==> src/rtl/alu_op_seq.sv <==
// Multi-cycle ALU sequencer: IDLE -> READ -> EXEC -> WB, one decoded ALU op at a time.
// Optional build macro ALU_SEQ_OVERLAP_EN: accept in WB (3-cycle throughput) with WB forwarding.
module alu_op_seq #(
    parameter int unsigned WORD_SIZE  = 16,
    parameter int unsigned REG_ADDR_W = 3
) (
    input  logic                  clk,
    input  logic                  rst_n,
    input  logic                  req_valid,
    output logic                  req_ready,
    input  logic [3:0]            req_func,
    input  logic                  req_byte,
    input  logic [REG_ADDR_W-1:0] req_dst,
    input  logic [REG_ADDR_W-1:0] req_src,
    input  logic                  req_use_const,
    input  logic [WORD_SIZE-1:0]  req_const,
    input  logic                  req_wb_en,
    input  logic [3:0]            req_flags_en,
    output logic [REG_ADDR_W-1:0] rf_addr_a,
    output logic [REG_ADDR_W-1:0] rf_addr_b,
    input  logic [WORD_SIZE-1:0]  rf_data_a,
    input  logic [WORD_SIZE-1:0]  rf_data_b,
    output logic                  rf_we,
    output logic [REG_ADDR_W-1:0] rf_waddr,
    output logic [WORD_SIZE-1:0]  rf_wdata,
    output logic [3:0]            alu_func,
    output logic                  alu_byte,
    output logic                  alu_carry_in,
    output logic [WORD_SIZE-1:0]  alu_src_a,
    output logic [WORD_SIZE-1:0]  alu_src_b,
    input  logic [WORD_SIZE-1:0]  alu_result,
    input  logic [3:0]            alu_status,
    output logic [3:0]            psw,
    output logic                  done
);

    localparam logic [1:0] StIdle = 2'd0;
    localparam logic [1:0] StRead = 2'd1;
    localparam logic [1:0] StExec = 2'd2;
    localparam logic [1:0] StWb   = 2'd3;

    logic [1:0]            state_q;
    logic [3:0]            func_q;
    logic                  byte_q;
    logic [REG_ADDR_W-1:0] dst_q;
    logic [REG_ADDR_W-1:0] src_q;
    logic                  use_const_q;
    logic [WORD_SIZE-1:0]  const_q;
    logic                  wb_en_q;
    logic [3:0]            flags_en_q;
    logic [WORD_SIZE-1:0]  res_q;
    logic [3:0]            psw_q;
    logic [3:0]            alu_func_q;
    logic                  alu_byte_q;
    logic                  alu_carry_in_q;
    logic [WORD_SIZE-1:0]  alu_src_a_q;
    logic [WORD_SIZE-1:0]  alu_src_b_q;
    logic                  accept;
    logic [3:0]            status_eff;
    logic [WORD_SIZE-1:0]  opnd_a;
    logic [WORD_SIZE-1:0]  opnd_b;

`ifdef ALU_SEQ_OVERLAP_EN
    logic                  fwd_a_q;
    logic                  fwd_b_q;
    logic [WORD_SIZE-1:0]  fwd_data_q;

    assign req_ready = (state_q == StIdle) || (state_q == StWb);
    assign opnd_a    = fwd_a_q ? fwd_data_q : rf_data_a;
    assign opnd_b    = fwd_b_q ? fwd_data_q : rf_data_b;
`else
    assign req_ready = (state_q == StIdle);
    assign opnd_a    = rf_data_a;
    assign opnd_b    = rf_data_b;
`endif

    assign accept = req_valid && req_ready;

    // Byte ops judge sign/zero on the low byte only; carry and overflow come from the ALU.
    always_comb begin
        status_eff = alu_status;
        if (byte_q) begin
            status_eff[2] = alu_result[7];
            status_eff[1] = (alu_result[7:0] == 8'd0);
        end
    end

    always_ff @(posedge clk or negedge rst_n) begin
        if (!rst_n) begin
            state_q        <= StIdle;
            func_q         <= '0;
            byte_q         <= 1'b0;
            dst_q          <= '0;
            src_q          <= '0;
            use_const_q    <= 1'b0;
            const_q        <= '0;
            wb_en_q        <= 1'b0;
            flags_en_q     <= '0;
            res_q          <= '0;
            psw_q          <= '0;
            alu_func_q     <= '0;
            alu_byte_q     <= 1'b0;
            alu_carry_in_q <= 1'b0;
            alu_src_a_q    <= '0;
            alu_src_b_q    <= '0;
`ifdef ALU_SEQ_OVERLAP_EN
            fwd_a_q        <= 1'b0;
            fwd_b_q        <= 1'b0;
            fwd_data_q     <= '0;
`endif
        end else begin
            case (state_q)
                StRead: begin
                    // ALU drive registers load here so they are stable for the whole EXEC cycle.
                    alu_src_a_q    <= opnd_a;
                    alu_src_b_q    <= use_const_q ? const_q : opnd_b;
                    alu_func_q     <= func_q;
                    alu_byte_q     <= byte_q;
                    alu_carry_in_q <= psw_q[0];
                    state_q        <= StExec;
                end
                StExec: begin
                    res_q   <= alu_result;
                    psw_q   <= (psw_q & ~flags_en_q) | (status_eff & flags_en_q);
                    state_q <= StWb;
                end
                StWb:    state_q <= StIdle;
                default: state_q <= StIdle;
            endcase

            if (accept) begin
                func_q      <= req_func;
                byte_q      <= req_byte;
                dst_q       <= req_dst;
                src_q       <= req_src;
                use_const_q <= req_use_const;
                const_q     <= req_const;
                wb_en_q     <= req_wb_en;
                flags_en_q  <= req_flags_en;
                state_q     <= StRead;
`ifdef ALU_SEQ_OVERLAP_EN
                // The register file returns pre-write data for this edge, so forward it.
                fwd_a_q     <= rf_we && (rf_waddr == req_dst);
                fwd_b_q     <= rf_we && (rf_waddr == req_src);
                fwd_data_q  <= rf_wdata;
`endif
            end
        end
    end

    assign rf_addr_a    = accept ? req_dst : dst_q;
    assign rf_addr_b    = accept ? req_src : src_q;
    assign done         = (state_q == StWb);
    assign rf_we        = done && wb_en_q;
    assign rf_waddr     = dst_q;
    assign rf_wdata     = byte_q ? {alu_src_a_q[WORD_SIZE-1:8], res_q[7:0]} : res_q;
    assign alu_func     = alu_func_q;
    assign alu_byte     = alu_byte_q;
    assign alu_carry_in = alu_carry_in_q;
    assign alu_src_a    = alu_src_a_q;
    assign alu_src_b    = alu_src_b_q;
    assign psw          = psw_q;

endmodule

==> config.mk <==
export PLATFORM = sky130hd
export DESIGN_NAME = alu_op_seq
export DESIGN_NICKNAME = d
export VERILOG_FILES = /design/src/rtl/alu_op_seq.sv
export SDC_FILE = /design/constraint.sdc
export NUM_CORES = 1
export LEC_CHECK = 0
export ABC_AREA = 1
export BUFFER_PORTS_ARGS = -buffer_cell sky130_fd_sc_hd__buf_2
export CAP_MARGIN = 30
export CORE_AREA = 2 2 68 134
export DETAILED_ROUTE_END_ITERATION = 12
export DIE_AREA = 0 0 70 136
export PLACE_DENSITY = 0.77
export RECOVER_POWER = 100
export SETUP_SLACK_MARGIN = 0.05
export SYNTH_ARGS = -nofsm -noshare
export SYNTH_HDL_FRONTEND = slang
export SYNTH_SLANG_ARGS = --single-unit
==> constraint.sdc <==
create_clock -name clk -period 1.9 [get_ports clk]
set_input_delay 0.475 -clock clk [delete_from_list [all_inputs] [get_ports clk]]
set_output_delay 0.475 -clock clk [all_outputs]
set_load 0.05 [all_outputs]
==> impl_metrics.json <==
{
  "drt_iter0_drc": 162,
  "clkTransAtPathRegs_ps": 60,
  "routed_wl_um": 9270,
  "clk_latency_ps": 330,
  "fmax_ghz": 0.492,
  "hp-class": "input port to register",
  "cp-end-kind": "output pin",
  "grt_pass1_vias": 3067,
  "io_pins": 158,
  "cts_tree": "built",
  "ys_warn_count": 0,
  "finalHoldViolCount": 0,
  "viasPerCell": 4.99,
  "syn_avg_cell_area_um2": 11.7,
  "die_x_um": 70,
  "synth_most_common_cell": "dfrtp_1",
  "syn_inst": 338,
  "synthDistinctLibCells": 16,
  "drc_errors": 0,
  "routedWlPerCell_um": 15.5,
  "maxSlewViolCount": 0,
  "hpwl_um": 6690,
  "globalRouteOverflowTotal": 0,
  "worstMarginPinSlew_ps": 1250,
  "fin_nets": 585,
  "holdBufCountCts": 0,
  "h-tree-depth": 3,
  "numCtsBuffers": 9,
  "postRouteAntennaNets": 0,
  "yosys.area.top_type": "dfrtp_1",
  "start_util": 0.466,
  "num_vias": 2980,
  "die-area_um2": 9520,
  "area_growth_pct": 30.6,
  "grtUsageTotal": 0.198,
  "setup_viol_count_final": 6,
  "drive_gt1_frac": 0.494,
  "synth_top_area_frac": 0.586,
  "cp-start-kind": "register",
  "clockRootBuffer": "clkbuf_16",
  "grt_max_degree": 94,
  "num_rows": 48,
  "relSlewSlack": 0.165,
  "cp.required_ps": 1420,
  "core-area_um2": 8530,
  "synth_area_leaders": "dfrtp_1 (59%), mux2_4 (9.5%), mux2_2 (8.2%), nand2_1 (5.6%), a31oi_1 (2.8%)",
  "synth_common_cells": "dfrtp_1 (93), nand2_1 (59), mux2_2 (29), nor2_1 (28), mux2_4 (25)",
  "synth_flop_cell": "dfrtp_1",
  "portBuffers": 157,
  "period_share": 1.07,
  "cts_sinks": 93,
  "synthArstFlopShare": 1.00,
  "firstDrtPassIters": 4,
  "antenna_found_initial": 1,
  "status": "complete, but fails checks",
  "fin_crit_ps": 2030,
  "synth-edff-count": 0,
  "syn_area_um2": 3970,
  "cts_max_path_buffers": 2,
  "dp_slack_ps": 70.0,
  "worst_ep_arrival_time_ps": 1560,
  "rsz0062_at_grt": "yes",
  "max_cap_viol_count": 0,
  "timing.hold.ws_ps": 353,
  "yosysSeqAreaShare": 0.586,
  "synth_nets": 431,
  "grt_pass1_wl_um": 14800,
  "finClkSkew_ps": 5.94,
  "ys_ff_latch": 93,
  "place_congestion": 0.808,
  "failed_checks": "negative setup slack",
  "crit_type": "register to output pin",
  "dieHeight_um": 136,
  "critPathMaxFanout": 8,
  "fin_ws_ps": -132,
  "fillers": 711
}
cells by family after synthesis:
family / Yosys count / share of synthesized area
AOI/OAI and AO/OA: 50 / 0.0687
adders and majority gates: 5 / 0.0158
buffers and inverters: 48 / 0.0674
DFF: 93 / 0.586
muxes: 54 / 0.177
and+or+nand+nor: 88 / 0.0851
metrics by stage:
stage | area, um^2 | TNS (ps) | util | std cells
final | 5180 | -745 | 0.608 | 597
after global routing | 5180 | -1070 | 0.608 | 597
after CTS | 5170 | -835 | 0.606 | 596
after detailed placement | 4810 | 0 | 0.564 | 576
after global placement | 4810 | 0 | 0.564 | 576
after floorplan | 3990 | -466 | - | 338
state kept, by name (all words and copies together) (netlist names), 3 cells and up, named ones only:
name and count:
alu_src_a 16, alu_src_b 16, flags_en_q 4, res_q 16, rf_waddr 3, const_q 16, src_q 3, func_q 4
alu_func 4
worst max-delay path: stages, from the launching register on:
cell and delay, ps:
dfrtp_1 380, inv_2 80, ha_4 170, nand2_8 100, mux2_4 330, buf_8 150
routing by layer:
| layer | global-route usage | vias up | wire length [um] |
|---|---|---|---|
| met5 | 0 | - | 0 |
| met4 | 0.103 | 0 | 340 |
| met3 | 0.0393 | 22 | 364 |
| met2 | 0.349 | 96 | 5180 |
| met1 | 0.224 | 1450 | 3380 |
| li1 | - | 1412 | - |
area by class of cell:
type | instances | area (um^2) | area share
clock inverters | 5 | 36.3 | 0.00700
multi-input cells | 197 | 1410 | 0.272
clock buffers | 10 | 239 | 0.0461
repair buffers | 169 | 960 | 0.185
diodes | 1 | 2.50 | 0.000483
inverters | 22 | 82.6 | 0.0159
flip-flops and latches | 93 | 2330 | 0.449
well taps | 100 | 125 | 0.0241
worst paths after layout:
kind,start,endpoint,slack (ps),cells after the start
setup / recovery,state_q[1]$_DFF_PN0_,rf_addr_a[1],-130,5
hold / removal,alu_result[9],res_q[9]$_DFFE_PN0N_,350,3
setup reg to reg,state_q[0]$_DFF_PN0_,const_q[5]$_DFFE_PN0P_,280,5
hold reg to reg,flags_en_q[0]$_DFFE_PN0P_,register,490,1
max in group asynchronous,rst_n,alu_src_b[15]$_DFFE_PN0N_,580,2
min in group asynchronous,rst_n,res_q[10]$_DFFE_PN0N_,540,2
what timing repair did:
item / 4_1_cts / 5_1_grt
setup buffers: 5 / 1
endpoints found under the setup margin: 6 / 15
resized for setup: 14 / 8
pin swaps: 2 / 2
endpoints found under the hold margin: 0 / 0
placed cells by master (no fill, tap or decap):
| master | n |
|---|---|
| a21oi_1 | 15 |
| a31oi_1 | 18 |
| buf_12 | 2 |
| buf_2 | 147 |
| buf_4 | 9 |
| buf_6 | 7 |
| buf_8 | 1 |
| clkbuf_16 | 9 |
| clkbuf_4 | 3 |
| clkbuf_8 | 1 |
| clkinv_2 | 1 |
| clkinvlp_4 | 3 |
| dfrtp_1 | 93 |
| diode_2 | 1 |
| ha_1 | 2 |
| ha_2 | 1 |
| ha_4 | 2 |
| inv_1 | 19 |
| inv_2 | 3 |
| inv_6 | 1 |
| mux2_2 | 29 |
| mux2_4 | 25 |
| nand2_1 | 59 |
| nand2_8 | 1 |
| nor2_1 | 28 |
| o21ai_0 | 10 |
| o21ai_1 | 7 |
Power is left out: the tool's default activity adds up to more than one toggle a clock period on the data nets, which glitch-free logic cannot reach.
